$ cat config.mk
export PLATFORM = sky130hd
export DESIGN_NAME = multicycle_control
export DESIGN_NICKNAME = d
export VERILOG_FILES = /design/src/rtl/multicycle_control.sv
export SDC_FILE = /design/constraint.sdc
export NUM_CORES = 1
export LEC_CHECK = 0
export ABC_AREA = 1
export CORE_MARGIN = 3
export CORE_UTILIZATION = 46
export CTS_CLUSTER_SIZE = 25
export DETAILED_ROUTE_END_ITERATION = 10
export GPL_TIMING_DRIVEN = 0
export MAX_ROUTING_LAYER = met4
export PLACE_DENSITY = 0.8
export SYNTH_ARGS = -nofsm -noshare
export SYNTH_HDL_FRONTEND = slang
export SYNTH_SLANG_ARGS = --single-unit
$ cat constraint.sdc
create_clock -name clk -period 1.9 [get_ports clk]
set_input_delay 0.19 -clock clk [delete_from_list [all_inputs] [get_ports clk]]
set_output_delay 0.19 -clock clk [all_outputs]
set_load 0.01 [all_outputs]
$ cat src/rtl/multicycle_control.sv
// multicycle_control: IF/ID/EX/MEM/WB control FSM for the 16-bit TSC CPU (shared memory port, ALU, register file).
// Optional macro MEM_WAIT_EN: IF and MEM stall on mem_ready; without it every memory access completes in one cycle.
`ifndef WORD_SIZE
`define WORD_SIZE 16
`endif

module multicycle_control #(
  parameter int WORD_SIZE    = `WORD_SIZE,
  parameter int JAL_LINK_REG = 2
) (
  input  logic                 clk,
  input  logic                 reset_n,
  input  logic [WORD_SIZE-1:0] instr,
  input  logic                 bcond,
  input  logic                 mem_ready,
  output logic                 i_or_d,
  output logic                 mem_read,
  output logic                 mem_write,
  output logic                 ir_write,
  output logic                 alu_src_a,
  output logic [1:0]           alu_src_b,
  output logic [2:0]           alu_op,
  output logic                 rt_dest,
  output logic                 link_dest,
  output logic [1:0]           reg_src,
  output logic                 reg_write,
  output logic                 pc_write,
  output logic [1:0]           pc_source,
  output logic                 output_valid,
  output logic                 is_halted,
  output logic [15:0]          num_inst
);

  localparam logic [3:0] OP_ADI = 4'd4, OP_ORI = 4'd5, OP_LHI = 4'd6, OP_LWD = 4'd7,
                         OP_SWD = 4'd8, OP_JMP = 4'd9, OP_JAL = 4'd10, OP_RTYPE = 4'd15;
  localparam logic [5:0] FN_JPR = 6'd25, FN_JRL = 6'd26, FN_WWD = 6'd28, FN_HLT = 6'd29;
  localparam logic [2:0] FUNC_ADD = 3'd0, FUNC_SUB = 3'd1, FUNC_ORR = 3'd3, FUNC_SHL = 3'd6;

  typedef enum logic [2:0] {S_IF, S_ID, S_EX, S_MEM, S_WB, S_HALT} state_t;

  state_t state, next_state;
  logic [3:0] opcode;
  logic [5:0] func;
  logic mem_done, retire;
  logic is_rtype, is_alu_r, is_branch, is_imm_alu, is_lwd, is_swd, wb_valid;
  logic [WORD_SIZE-11:0] unused_bits;

  assign opcode = instr[WORD_SIZE-1 -: 4];
  assign func   = instr[5:0];
  assign unused_bits = {instr[WORD_SIZE-5:6], 2'(JAL_LINK_REG)};

`ifdef MEM_WAIT_EN
  assign mem_done = mem_ready;
`else
  logic unused_mem_ready;
  assign unused_mem_ready = mem_ready;
  assign mem_done = 1'b1;
`endif

  assign is_rtype   = (opcode == OP_RTYPE);
  assign is_alu_r   = is_rtype && (func[5:3] == 3'd0);
  assign is_branch  = (opcode[3:2] == 2'b00);
  assign is_imm_alu = (opcode == OP_ADI) || (opcode == OP_ORI) || (opcode == OP_LHI);
  assign is_lwd     = (opcode == OP_LWD);
  assign is_swd     = (opcode == OP_SWD);
  // Unknown opcodes/funcs still walk through WB but never write a register
  assign wb_valid   = is_alu_r || is_imm_alu || is_lwd;

  always_ff @(posedge clk or negedge reset_n) begin
    if (!reset_n) state <= S_IF;
    else          state <= next_state;
  end

  always_comb begin
    next_state   = state;
    i_or_d       = 1'b0;
    mem_read     = 1'b0;
    mem_write    = 1'b0;
    ir_write     = 1'b0;
    alu_src_a    = 1'b0;
    alu_src_b    = 2'd0;
    alu_op       = 3'd0;
    rt_dest      = 1'b0;
    link_dest    = 1'b0;
    reg_src      = 2'd0;
    reg_write    = 1'b0;
    pc_write     = 1'b0;
    pc_source    = 2'd0;
    output_valid = 1'b0;
    is_halted    = 1'b0;
    if (reset_n) begin
      case (state)
        S_IF: begin
          mem_read = 1'b1;
          ir_write = mem_done;
          if (mem_done) next_state = S_ID;
        end
        S_ID: begin
          next_state = S_EX;
          if (opcode == OP_JMP || opcode == OP_JAL) begin
            pc_write   = 1'b1;
            pc_source  = 2'd2;
            reg_write  = (opcode == OP_JAL);
            link_dest  = (opcode == OP_JAL);
            reg_src    = (opcode == OP_JAL) ? 2'd2 : 2'd0;
            next_state = S_IF;
          end else if (is_rtype && (func == FN_JPR || func == FN_JRL)) begin
            pc_write   = 1'b1;
            pc_source  = 2'd3;
            reg_write  = (func == FN_JRL);
            link_dest  = (func == FN_JRL);
            reg_src    = (func == FN_JRL) ? 2'd2 : 2'd0;
            next_state = S_IF;
          end else if (is_rtype && func == FN_WWD) begin
            output_valid = 1'b1;
            pc_write     = 1'b1;
            next_state   = S_IF;
          end else if (is_rtype && func == FN_HLT) begin
            next_state = S_HALT;
          end
        end
        S_EX: begin
          // rs is always the A operand; branches compare rs against rt/zero
          alu_src_a  = 1'b1;
          next_state = S_WB;
          if (is_alu_r) begin
            alu_op = func[2:0];
          end else if (opcode == OP_ADI || is_lwd || is_swd) begin
            alu_src_b = 2'd1;
            alu_op    = FUNC_ADD;
            if (is_lwd || is_swd) next_state = S_MEM;
          end else if (opcode == OP_ORI) begin
            alu_src_b = 2'd3;
            alu_op    = FUNC_ORR;
          end else if (opcode == OP_LHI) begin
            alu_src_b = 2'd3;
            alu_op    = FUNC_SHL;
          end else if (is_branch) begin
            alu_op     = FUNC_SUB;
            pc_write   = 1'b1;
            pc_source  = {1'b0, bcond};
            next_state = S_IF;
          end
        end
        S_MEM: begin
          i_or_d    = 1'b1;
          mem_read  = is_lwd;
          mem_write = is_swd;
          if (mem_done) begin
            pc_write   = is_swd;
            next_state = is_swd ? S_IF : S_WB;
          end
        end
        S_WB: begin
          reg_write  = wb_valid;
          rt_dest    = is_imm_alu || is_lwd;
          reg_src    = is_lwd ? 2'd1 : 2'd0;
          pc_write   = 1'b1;
          next_state = S_IF;
        end
        S_HALT: is_halted = 1'b1;
        default: next_state = S_IF;
      endcase
    end
  end

  assign retire = ((state != S_IF) && (next_state == S_IF)) ||
                  ((state == S_ID) && (next_state == S_HALT));

  always_ff @(posedge clk or negedge reset_n) begin
    if (!reset_n)    num_inst <= 16'd0;
    else if (retire) num_inst <= num_inst + 16'd1;
  end

endmodule

* Word level (Yosys, flattened, before mapping)
Index checks and enable logic that the tools add are counted.
Operators by class: divide/modulo/power cells 0, shift operators 0, reductions and logical operators 22, multiply operators 0, add/subtract/negate cells 1, multiplexer cells 76, equality and inequality tests 18, order comparisons 0, bitwise operators 0
Operator list (count):
- 2-to-1 mux 3 bit | 18
- 2-to-1 mux 1 bit | 38
- 2-to-1 mux 2 bit | 14
- equality test 6 x 5 -> 1 bit, second input constant | 4
- adder 16 x 1 -> 16 bit, second input constant | 1
- equality test 4 x 3 -> 1 bit, second input constant | 4
- equality test 4 bit, second input constant | 4
- case mux 3 bit (5 select lines) | 1
- logical OR 1 bit | 11
- equality test 3 bit, second input constant | 3
- logical NOT 3 bit | 3
- case mux 2 bit (2 select lines) | 2
- equality test 3 x 2 -> 1 bit, second input constant | 2
- logical AND 1 bit | 6
- case mux 1 bit (2 select lines) | 2
- case mux 1 bit (4 select lines) | 1
- equality test 3 x 1 -> 1 bit, second input constant | 1
- nonzero test 3 bit | 1
- logical NOT 2 bit | 1
Storage, ports and cells: latch bits 0, memories kept 0, word-level logic and storage cells 119, bits in read-only memories 0, input port bits 20, output and inout port bits 36, memory bits (writable) 0, register bits 19

* Logic depth before layout (Yosys ltp)
depth in word-level cells 11, gate-level depth with buffers 14, gate-level depth less buffers 13

* Worst setup path before layout
OpenSTA, ideal clock, no wires.
kind register to register, start reg num_inst[0], end reg num_inst[10], setup time 0.116 ns, path slack 0.281 ns, data arrival time 1.502 ns, stages on the path, launching flop included 10, required time 1.784 ns, clock period less this slack 1.619 ns, buffers on the path 0, path through dfrtp_1 ha_1 nand3_1 inv_1 nand2_1 nor3_1 nand3_1 xnor2_1 nand4_1 nand2_2
Between the ends: longest elaborated chain between the ends 1
Ends and longest elaborated chain:
- from (decl) | RTL line 31 | output logic [15:0] num_inst
- from (signal assigned) | RTL line 172 | else if (retire) num_inst <= num_inst + 16'd1;
- adder 16 x 1 -> 16 bit | RTL line 172
Every way passes these cells. A chain may end at the register's enable or synchronous reset.

* Worst setup path in the final report
start reg state[2], end out pc_source[0]
Between the ends: longest elaborated chain between the ends 3, elaborated cells on any way between the ends 4, those cells by class eq/ne (2); mux (2)
Ends and longest elaborated chain:
- from (decl) | RTL line 41 | state_t state, next_state;
- from (signal assigned) | RTL line 71 | else state <= next_state;
- equality test 3 x 2 -> 1 bit or equality test 3 x 1 -> 1 bit (tied branches) | RTL line 92 | case (state)
- case mux 2 bit (2 select lines) * | RTL line 92
- 2-to-1 mux 2 bit * | RTL line 91 | if (reset_n) begin
- to (decl) | RTL line 28 | output logic [1:0] pc_source,
Mark *: on every way between the ends. The rest lies on a longest branch, timed or not.

==> flow_metrics.tcl <==
set metrics [dict create \
    r2r-end "num_inst[10]$_DFFE_PN0P_" \
    pre_cts_slack_ns -1.26 \
    portBuffers 48 \
    clk_pin_slew_ns 0.08 \
    reg2regPathDepth 12 \
    relSlewSlack_pct 41.5 \
    hold_end "state[2]$_DFF_PN0_" \
    start_util_pct 49.3 \
    max_stage_delay_ns 0.42 \
    dr.pass1.iters 4 \
    drive_above_1_share_pct 29.4 \
    ys_types 31 \
    hold_violations 0 \
    hp-class "in2reg" \
    via_per_inst 5.31 \
    ys_warn_count 0 \
    final_util_pct 74.2 \
    required_ns 1.71 \
    cts_tree "done" \
    synth_top_area_share_pct 28.0 \
    hold_path_startpoint "reset_n" \
    route.met2.wl_mm 2.68 \
    syn_area_sq_um 1700 \
    hpwl_mm 3.31 \
    synthCells 251 \
    async_flop_share_pct 100 \
    r2r_start "state[1]$_DFF_PN0_" \
    power.leakage_nw 1.26 \
    fmax_mhz 532 \
    skew_ns 0.00801 \
    cap_violations 0 \
    grt_overflow 0 \
    grt_max_degree 20 \
    cts_buffer_depth 2 \
    worstPathCellList "inv_2, nand3_4, inv_1, nand2_1, inv_1, nand2_1, a21oi_1, clkdlybuf4s15_1" \
    period_share_pct 98.9 \
    startpoint_type "flip-flop" \
    cp_max_fo 4 \
    avgSynthCellArea_sq_um 6.76 \
    synth_area_leaders "dfrtp_1 28%, nand2_1 13%, nand2_2 8.8%, nand4_1 7.0%, nor2_1 6.6%" \
    die_area_sq_um 4460 \
    via_count 1976 \
    die_y_um 66.8 \
    ant_nets 0 \
    highest_layer "met4" \
    power_density_nw_per_um2 1190 \
    syn_nets 272 \
    end_kind "primary output" \
    rows 21 \
    regToRegSetupSlack_ns 0.03 \
    critical-path-top-delay-family "buffers and inverters" \
    whs_ns 0.443 \
    synthMostInstantiatedCell "nand2_1" \
    gp_congestion 0.898 \
    synth_top_area_cell "dfrtp_1" \
    timing.final.ws_setup_ns 0.0216 \
    finalSetupTns_ns 0 \
    cts.sinks 19 \
    grt_pass1_wl_mm 7.65 \
    report.final.slew_viol_count 0 \
    critPathBufInv 4 \
    power_mw 3.04 \
    cts-root-buf "clkbuf_8" \
    clk_latency_ns 0.27 \
    htreeDepth 1 \
    wire_per_inst_um 14.7 \
    grt_pass1_vias 1677 \
    numCtsBuffers 3 \
    synth_edf_count 0 \
    vdd_drop_max_mv 0.753 \
    drc 0 \
    setup_viol 0 \
    critPathArrivalTime_ns 1.69 \
    die_w_um 66.8 \
    wl_met1_mm 2.46 \
    outcome "finished, final reports clean" \
    ios 56 \
    worst_pin_slew_ns 0.875 \
    synth_ff_type "dfrtp_1" \
    critPathSlowestCell "dfrtp_1" \
    dr_wl_met3_um 277 \
    design.core.area_sq_um 3440 \
    antenna_found_initial 0 \
    fin_crit_ns 1.88 \
    routed_wl_mm 5.48 \
    areaGrowthSynthToFinish_pct 50.3 \
    antenna_cells 0 \
    yosys-top-cells-count "57 x nand2_1, 30 x nor2_1, 27 x inv_1" \
    drtIter0Drc 231 \
    nets 348 \
    crit_type "reg2out" \
    synth-seq-area-share_pct 28.0 \
    grt_usage_pct 22.8 \
    min_path_cells 4 \
    n_fill_cell 249 \
    ys_ff_latch 19 \
]
## metal layers
layer / global-route usage, % / up-vias
met2: 32.5 / 62
met5: - / -
met3: 4.22 / 8
li1: - / 969
met1: 32.7 / 937
met4: 6.60 / 0
## cells by family (layout without fill, tap and decap cells)
| logic type | Yosys count | after routing | share of synthesized area [%] |
|---|---|---|---|
| AND/OR/NAND/NOR | 164 | 164 | 48.6 |
| buffers and inverters | 36 | 111 | 9.21 |
| flip-flops | 19 | 19 | 28.0 |
| AO/OA/AOI/OAI | 17 | 17 | 6.19 |
| XOR/XNOR | 14 | 14 | 7.22 |
| adder cells (fa/ha/maj) | 1 | 1 | 0.737 |
## worst register-to-register path, delay by kind of cell, from the launching register on
kind,cells,cell delay (ns)
compound gates,1,0.15
buf+inv,3,0.44
flops,1,0.41
simple gates,8,0.77
## through the flow
stage / instance area (sq um) / std cells
2_1_floorplan: 1700 / 251
3_3_place_gp: 2240 / 345
3_5_place_dp: 2240 / 345
4_1_cts: 2340 / 356
5_1_grt: 2550 / 372
6_report: 2550 / 372
## worst max-delay path by stage
stage | endpoint | depth (start not counted) | slack, ns | start
3_5_place_dp | alu_op[0] | 7 | -1.26 | reset_n
3_3_place_gp | reg_write | 7 | -1.25 | reset_n
6_report | pc_source[0] | 8 | 0.02 | state[2]$_DFF_PN0_
2_1_floorplan | num_inst[10]$_DFFE_PN0P_ | 9 | 0.28 | num_inst[0]$_DFFE_PN0P_
4_1_cts | pc_write | 9 | -0.03 | instr[2]
5_1_grt | num_inst[10]$_DFFE_PN0P_ | 14 | -0.07 | state[0]$_DFF_PN0_
## placed cells by master, fill, tap and decap left out, types with 4 or more instances in the layout
cell type and n:
dfrtp_1 19, dlygate4sd2_1 13, xnor2_1 5, nor2_1 26, nand3_1 12, nand2_1 52
clkdlybuf4s50_1 20, clkbuf_2 4, nand4_1 19, buf_4 23, nand2_2 29, xor2_1 9
nor2_2 6, a21oi_1 7, nor3_1 5, inv_2 4, clkdlybuf4s15_1 5, inv_1 25
## registers in the layout (all words and copies together), names as in the netlist
register	count
num_inst	16
state	3
## power breakdown
part	leakage [nW]	internal (mW)	switching [mW]	total, mW
Combinational	0.981	1.03	1.15	2.18
Sequential	0.257	0.480	0.0921	0.572
Clock	0.0255	0.146	0.145	0.292
Total	1.26	1.65	1.39	3.04
## final cells by class
class / instances / area, sq um / share of cell area, %
timing repair buffer: 71 / 662 / 25.9
multi-input combinational: 196 / 1140 / 44.8
clock inverter: 1 / 5.00 / 0.196
sequential: 19 / 475 / 18.6
buffer: 5 / 47.5 / 1.86
inverter: 31 / 120 / 4.71
tap: 46 / 57.6 / 2.25
clock buffer: 3 / 41.3 / 1.62
## what timing repair did
item	CTS	global route
pin swaps	4	8
cloned	0	1
buffers inserted	6	15
hold buffers	1	0
gates resized for setup	46	33
setup endpoints to repair	39	24
endpoints found under the hold margin	19	0
Note: power is estimated with default switching activity, not from simulation.
